==> config.mk <==
export PLATFORM = sky130hd
export DESIGN_NAME = wb_arbiter
export DESIGN_NICKNAME = d
export VERILOG_FILES = /design/src/rtl/wb_arbiter.sv
export SDC_FILE = /design/constraint.sdc
export NUM_CORES = 1
export LEC_CHECK = 0
export ABC_AREA = 1
export CORE_AREA = 8 8 155 114
export CTS_CLUSTER_DIAMETER = 80
export CTS_CLUSTER_SIZE = 28
export DETAILED_ROUTE_END_ITERATION = 10
export DIE_AREA = 0 0 163 122
export GPL_TIMING_DRIVEN = 0
export PLACE_DENSITY = 0.89
export SYNTH_ARGS = -nofsm -noshare
export SYNTH_HDL_FRONTEND = slang
export SYNTH_SLANG_ARGS = --single-unit
==> constraint.sdc <==
create_clock -name clk -period 5.26 [get_ports clk]
set_input_delay 1.052 -clock clk [delete_from_list [all_inputs] [get_ports clk]]
set_output_delay 1.052 -clock clk [all_outputs]
set_load 0.02 [all_outputs]
==> src/rtl/wb_arbiter.sv <==
// Write-back arbiter: merges single-cycle ALU results and queued load results
// onto the register file's single write port, preserving same-register write order.
module wb_arbiter #(
   parameter int unsigned DEPTH      = 4,
   parameter int unsigned STARVE_MAX = 8
) (
   input  logic                     clk,
   input  logic                     rst,
   input  logic                     alu_valid,
   input  logic [4:0]               alu_rd,
   input  logic [31:0]              alu_data,
   output logic                     alu_stall,
   input  logic                     mem_valid,
   output logic                     mem_ready,
   input  logic [4:0]               mem_rd,
   input  logic [31:0]              mem_data,
   output logic                     WE3,
   output logic [4:0]               A3,
   output logic [31:0]              WD3,
   output logic [$clog2(DEPTH):0]   q_count,
   output logic                     proto_err
);

   localparam int unsigned PW = $clog2(DEPTH);
   localparam int unsigned CW = PW + 1;
   localparam int unsigned SW = $clog2(STARVE_MAX) + 1;
   localparam logic [CW-1:0] Q_FULL    = CW'(DEPTH);
   localparam logic [SW-1:0] STARVE_TOP = SW'(STARVE_MAX - 1);

   logic [4:0]       q_rd   [DEPTH];
   logic [31:0]      q_data [DEPTH];
   logic [DEPTH-1:0] q_vld;
   logic [PW-1:0]    head;
   logic [PW-1:0]    tail;
   logic [SW-1:0]    starve;
   logic [SW-1:0]    starve_next;

   logic alu_acc;
   logic alu_wr;
   logic q_empty;
   logic deq;
   logic enq;
   logic enq_live;

   // Ready depends only on registered occupancy, so a full queue stays closed
   // even in a cycle that also dequeues.
   assign mem_ready = rst & (q_count < Q_FULL);

   always_comb begin
      alu_acc     = alu_valid & ~alu_stall;
      alu_wr      = alu_acc & (alu_rd != '0);
      q_empty     = (q_count == '0);
      deq         = ~q_empty & (alu_stall | ~alu_acc);
      enq         = mem_valid & mem_ready & (mem_rd != '0);
      // A load arriving alongside an ALU write to the same register is the older value.
      enq_live    = ~(alu_wr & (alu_rd == mem_rd));
      starve_next = starve;
      if (deq | q_empty) begin
         starve_next = '0;
      end else if (alu_acc) begin
         starve_next = starve + SW'(1);
      end
   end

   always_ff @(posedge clk) begin
      if (enq) begin
         q_rd[tail]   <= mem_rd;
         q_data[tail] <= mem_data;
      end
   end

   always_ff @(posedge clk or negedge rst) begin
      if (!rst) begin
         q_vld     <= '0;
         head      <= '0;
         tail      <= '0;
         q_count   <= '0;
         starve    <= '0;
         alu_stall <= 1'b0;
         proto_err <= 1'b0;
         WE3       <= 1'b0;
         A3        <= '0;
         WD3       <= '0;
      end else begin
         for (int unsigned i = 0; i < DEPTH; i++) begin
            if (alu_wr && (q_rd[i] == alu_rd)) begin
               q_vld[i] <= 1'b0;
            end
         end
         if (enq) begin
            q_vld[tail] <= enq_live;
            tail        <= tail + PW'(1);
         end
         if (deq) begin
            head <= head + PW'(1);
         end

         case ({enq, deq})
            2'b10:   q_count <= q_count + CW'(1);
            2'b01:   q_count <= q_count - CW'(1);
            default: q_count <= q_count;
         endcase

         starve    <= starve_next;
         alu_stall <= (starve_next == STARVE_TOP);
         proto_err <= proto_err | (alu_valid & alu_stall);

         if (deq) begin
            WE3 <= q_vld[head];
            if (q_vld[head]) begin
               A3  <= q_rd[head];
               WD3 <= q_data[head];
            end
         end else if (alu_acc) begin
            WE3 <= (alu_rd != '0);
            if (alu_rd != '0) begin
               A3  <= alu_rd;
               WD3 <= alu_data;
            end
         end else begin
            WE3 <= 1'b0;
         end
      end
   end

endmodule

Word level (Yosys, flattened, before mapping)
Memory sizes are Yosys's and may differ from the RTL's.
Cells that the tools add are included.
{"block": "op_classes", "n_addsub": 5, "mul": 0, "div_mod_pow": 0, "magnitude_cmp": 4, "eq_ne": 9, "n_shift": 0, "mux": 25, "bitwise_logic": 15, "n_reduce_logical": 12}
{"op": "two-way mux 32 bit", "count": 4}
{"op": "equality test 5 bit", "count": 5}
{"op": "two-way mux 5 bit", "count": 4}
{"op": "two-way mux 4 bit", "count": 3}
{"op": "two-way mux 1 bit", "count": 10}
{"op": "nonzero test 5 bit", "count": 2}
{"op": "AND 1 bit", "count": 8}
{"op": "< comparator 2 x 3 -> 1 bit (second input constant)", "count": 2}
{"op": "case mux 3 bit (2 select lines)", "count": 1}
{"op": "nonzero test 2 bit", "count": 3}
{"op": "logical AND 1 bit", "count": 5}
{"op": "adder 2 x 1 -> 2 bit (second input constant)", "count": 2}
{"op": "adder 4 x 1 -> 4 bit (second input constant)", "count": 1}
{"op": "bitwise mux 4 bit", "count": 1}
{"op": "equality test 4 x 3 -> 1 bit (second input constant)", "count": 1}
{"op": "NOT 1 bit", "count": 4}
{"op": "adder 3 x 1 -> 3 bit (second input constant)", "count": 1}
{"op": "zero test 3 bit", "count": 1}
{"op": "< comparator 3 bit (second input constant)", "count": 1}
{"op": "bitwise OR 1 bit", "count": 3}
{"op": "AND reduction 3 bit", "count": 1}
{"op": "subtractor 3 x 1 -> 3 bit (second input constant)", "count": 1}
{"op": "binary-select mux 1 bit (select 2 bit)", "count": 1}
{"op": "demux 1 bit (select 2 bit)", "count": 1}
{"op": "4 further kinds", "count": 4}
{"block": "word_totals", "register_bits": 55, "latch_bits": 0, "mem_bits_rw": 148, "mem_bits_ro": 0, "out_inout_bits": 44, "mem_count": 2}
{"memory": "q_data", "depth": 4, "width": 32, "rd": 1, "rd_ports_with_merged_regs": 0, "write_ports": 1, "line_no": "31", "text": "logic [31:0] q_data [DEPTH];"}
{"memory": "q_rd", "depth": 4, "width": 5, "rd": 5, "rd_ports_with_merged_regs": 0, "write_ports": 1, "line_no": "30", "text": "logic [4:0] q_rd [DEPTH];"}

Logic depth before layout (Yosys ltp)
{"block": "depth", "ltp_word": 8, "mapped_depth": 10, "depth_no_buf": 10}

Worst setup path before layout
No wires, ideal clock.
{"block": "synth_path", "path_type": "in2reg", "start": "in alu_valid", "end": "reg q_count[2]", "setup_ns": 0.131, "arrival_ns": 2.484, "required_ns": 5.129, "setup_slack_ns": 2.645, "stages": 10, "n_path_buf": 1, "path_cell_list": "inv_1 nor2_1 a21oi_4 buf_2 ha_1 inv_1 fa_1 a21oi_1 o21ai_0 xor2_1"}
{"block": "synth_via", "elab_chain_cells": 6}
{"element": "start: declaration", "line_no": "9", "text": "input logic alu_valid,"}
{"element": "AND 1 bit *", "line_no": "50", "text": "alu_acc = alu_valid & ~alu_stall;"}
{"element": "NOT 1 bit *", "line_no": "53", "text": "deq = ~q_empty & (alu_stall | ~alu_acc);"}
{"element": "bitwise OR 1 bit *", "line_no": "53"}
{"element": "AND 1 bit *", "line_no": "53"}
{"element": "equality test 2 x 1 -> 1 bit / equality test 2 bit (equally long branches)", "line_no": "98", "text": "case ({enq, deq})"}
{"element": "case mux 3 bit (2 select lines) / nonzero test 2 bit (equally long branches)"}
{"element": "end signal: assignment", "line_no": "99", "text": "2'b10: q_count <= q_count + CW'(1);"}
{"element": "end signal: assignment", "line_no": "100", "text": "2'b01: q_count <= q_count - CW'(1);"}
{"element": "end signal: assignment", "line_no": "101", "text": "default: q_count <= q_count;"}
{"element": "end: declaration", "line_no": "20", "text": "output logic [$clog2(DEPTH):0] q_count,"}
Every way passes the cells marked *; elsewhere a longest branch is shown, timed or not.
A chain may end at the register's enable or synchronous reset.

Worst setup path after layout
{"block": "layout_path", "start": "in rst", "end": "out mem_ready"}
{"block": "layout_via", "elab_chain_cells": 1}
{"element": "start: declaration", "line_no": "8", "text": "input logic rst,"}
{"element": "AND 1 bit", "line_no": "47", "text": "assign mem_ready = rst & (q_count < Q_FULL);"}
{"element": "end: declaration", "line_no": "14", "text": "output logic mem_ready,"}
No other way between the ends.

==> run_results.csv <==
group,metric,value,unit
status,status,"finished clean",
floorplanning,coreArea,15120,um^2
floorplanning,die_y,122,um
routing,drc,0,
critical_path,worst-path-max-fanout,34,
routing,num_vias,6496,
power_and_ir_drop,leakagePower,4.416,nW
floorplanning,initial_core_util,58.00,%
finish,antennaDiodeCount,0,
logic_synthesis,avgSynthCellArea,10.32,um^2
logic_synthesis,syn_inst,850,
clocking,cts_tree,"done",
logic_synthesis,synth_ff_type,"edfxtp_1",
global_route,grt-ovfl-total,0,
clocking,cts_resized,0,
place,gp_congestion,0.8775,
floorplanning,io_pins,122,
critical_path,worstPathRequired,4.21,ns
logic_synthesis,syn_area,8770,um^2
finish,instances_no_fill,1184,
timing,max_freq,276.8,MHz
logic_synthesis,syn_nets,935,
timing,slew_headroom,34.75,%
global_route,grt_pass1_vias,6542,
logic_synthesis,synth.most_common_cell,"nand2_1",
finish,nFillCells,1098,
critical_path,slowest_stage,"clkdlybuf4s50_1",
clocking,clkTransAtPathRegs,0.11,ns
logic_synthesis,ys_top_cells_by_count,"335 x nand2_1, 160 x nand3_1, 148 x edfxtp_1",
routing,viasPerCell,5.486,
floorplanning,placementRows,38,
global_route,grt_start_max_net_pins,39,
clocking,htree_levels,1,
timing,worstMarginPinSlew,0.9774,ns
timing,setup_violations,0,
logic_synthesis,synthTopCellsByArea,"edfxtp_1 51%, dfrtp_1 16%, nand2_1 14%, nand3_1 9.1%, xor2_1 1.9%",
timing,period_share,68.67,%
clocking,clockBufferDepth,3,
critical_path,crit_path_max_incr_delay,0.59,ns
global_route,grt_pass1_wl,34590,um
logic_synthesis,yosysSeqAreaShare,66.37,%
logic_synthesis,synth_edf_count,148,
critical_path,critPathLaunchType,"input port",
clocking,root_buffer,"clkbuf_16",
logic_synthesis,post-synth-top-area-cell,"edfxtp_1",
place,io_buffer_count,116,
timing,finalCriticalPeriod,3.612,ns
clocking,hold_buffers,0,
clocking,insertion_delay,0.47,ns
critical_path,end_kind,"output port",
routing,drtPass1Iterations,5,
timing,slew_viol_final,0,
logic_synthesis,yosys_warnings,0,
power_and_ir_drop,peakVddDrop,296.8,uV
job,maxCapViolCount,0,
timing,skew,0.02752,ns
clocking,numCtsBuffers,11,
finish,stdcell_area,10530,um^2
logic_synthesis,async_reset_ff_share,27.09,%
routing,wl_per_cell,18.64,um
finish,layout-drive-gt1-share,5.996,%
global_route,antenna_found_initial,2,
clocking,post_cts_buffers,0,
place,hpwl,15080,um
logic_synthesis,yosysTopAreaCellShare,50.68,%
routing,routed_wl,22070,um
routing,postRouteAntennaNets,0,
finish,final_nets,1066,
floorplanning,dieArea,19890,um^2
finish,area_growth,20.05,%
min_path,hold_class,"reg -> reg",
global_route,grt.total_usage,22.05,%
logic_synthesis,synth_cell_type_count,23,
place,dpl-instance-area,10220,um^2
critical_path,crit_type,"in -> out",
power_and_ir_drop,p_per_area,492.4,nW/um^2
timing,finalHoldViolations,0,
routing,drt_iter0_drc,832,
logic_synthesis,ys_ff_latch,203,
timing,rsz0062_at_grt,"no",
floorplanning,die_x,163,um
clocking,clock_sinks,203,
place,placed_cells,1168,
critical_path,worstPathCellList,"buf_2 > buf_12 > nand2_1 > inv_1 > clkdlybuf4s50_1",
critical_path,worstPathArrival,2.56,ns
==> stage by stage <==
stage	utilization [%]	hold WS [ns]	total power, W	setup slack (ns)	setup TNS (ns)
after floorplan	-	0.4460	0.003444	2.645	0
after global placement	67.34	0.4398	0.004237	-0.6609	-95.46
after CTS	69.63	0.4678	0.005184	1.594	0
after detailed placement	67.57	0.4439	0.004312	1.598	0
after global routing	69.63	0.5066	0.005489	1.490	0
final	69.63	0.4646	0.005184	1.648	0
==> cells by family (layout without fill, tap and decap cells) <==
group                      after synthesis  count (layout)  share of synthesized area (%)
adders and majority gates                7               7                          1.084
and+or+nand+nor                        523             523                          24.80
buffers and inverters                   80             214                          4.323
AOI/OAI and AO/OA                       10              10                         0.7276
xor gates and xnor gates                27              27                          2.697
DFF                                    203             203                          66.37
==> critical path, delay by kind of cell <==
| family | cells | cell delay, ns |
|---|---|---|
| and+or+nand+nor | 1 | 0.10 |
| buffers and inverters | 4 | 1.38 |
==> metal layers <==
| metal | vias up | GRT usage (%) | wire length (um) |
|---|---|---|---|
| met1 | 3065 | 30.00 | 9430 |
| met5 | - | 0 | 27 |
| met4 | 4 | 5.200 | 367 |
| li1 | 3077 | - | - |
| met3 | 37 | 5.898 | 2218 |
| met2 | 313 | 35.08 | 10030 |
==> power breakdown <==
part | internal [W] | total [W] | leakage, nW | switching [W]
clock | 0.000397 | 0.000888 | 0.151 | 0.000491
sequential | 0.00200 | 0.00214 | 2.01 | 0.000138
combinational | 0.000789 | 0.00216 | 2.25 | 0.00137
total | 0.00319 | 0.00518 | 4.42 | 0.00200
==> registers in the layout, summed over array words and instances (netlist names) <==
signal and count:
WE3 1, q_data 128, WD3 32, tail 2, head 2, q_count 3
starve 4, A3 5, q_vld 4, q_rd 20, proto_err 1, alu_stall 1
==> path summary, 6_finish.rpt <==
kind | from | to | depth (start not counted) | slack (ns)
min in group asynchronous | rst | alu_stall | 1 | 0.56
hold reg to reg | proto_err | proto_err | 1 | 0.46
max in group asynchronous | rst | WD3[4] | 2 | 4.08
setup / recovery | rst | mem_ready | 5 | 1.65
setup reg to reg | q_count[2] | q_count[2] | 9 | 2.93
hold / removal | proto_err | proto_err | 1 | 0.46
==> area by class of cell <==
| type | instances | area, um^2 | share of cell area, % |
|---|---|---|---|
| clock inverters | 2 | 25.02 | 0.2377 |
| repair buffers | 118 | 1196 | 11.36 |
| plain buffers | 49 | 262.8 | 2.496 |
| multi-input cells | 567 | 2570 | 24.41 |
| clock buffers | 14 | 286.5 | 2.722 |
| inverters | 31 | 116.4 | 1.105 |
| flip-flops and latches | 203 | 5821 | 55.29 |
| well taps | 200 | 250.2 | 2.377 |
==> layout by cell type, fill, tap and decap left out, types with 2 or more instances in the layout <==
master / Yosys / final
clkbuf_16: 0 / 11
nor2_1: 25 / 25
inv_2: 1 / 5
inv_1: 30 / 26
nand2_1: 335 / 335
clkdlybuf4s50_1: 0 / 115
clkbuf_1: 11 / 14
o21ai_0: 5 / 5
xor2_1: 19 / 19
xnor2_1: 8 / 8
buf_1: 2 / 2
buf_2: 24 / 25
a21oi_1: 3 / 3
nand3_1: 160 / 160
buf_4: 11 / 11
dfrtp_1: 55 / 55
ha_1: 6 / 6
buf_12: 0 / 2
edfxtp_1: 148 / 148
(Power assumes the default switching activity.)
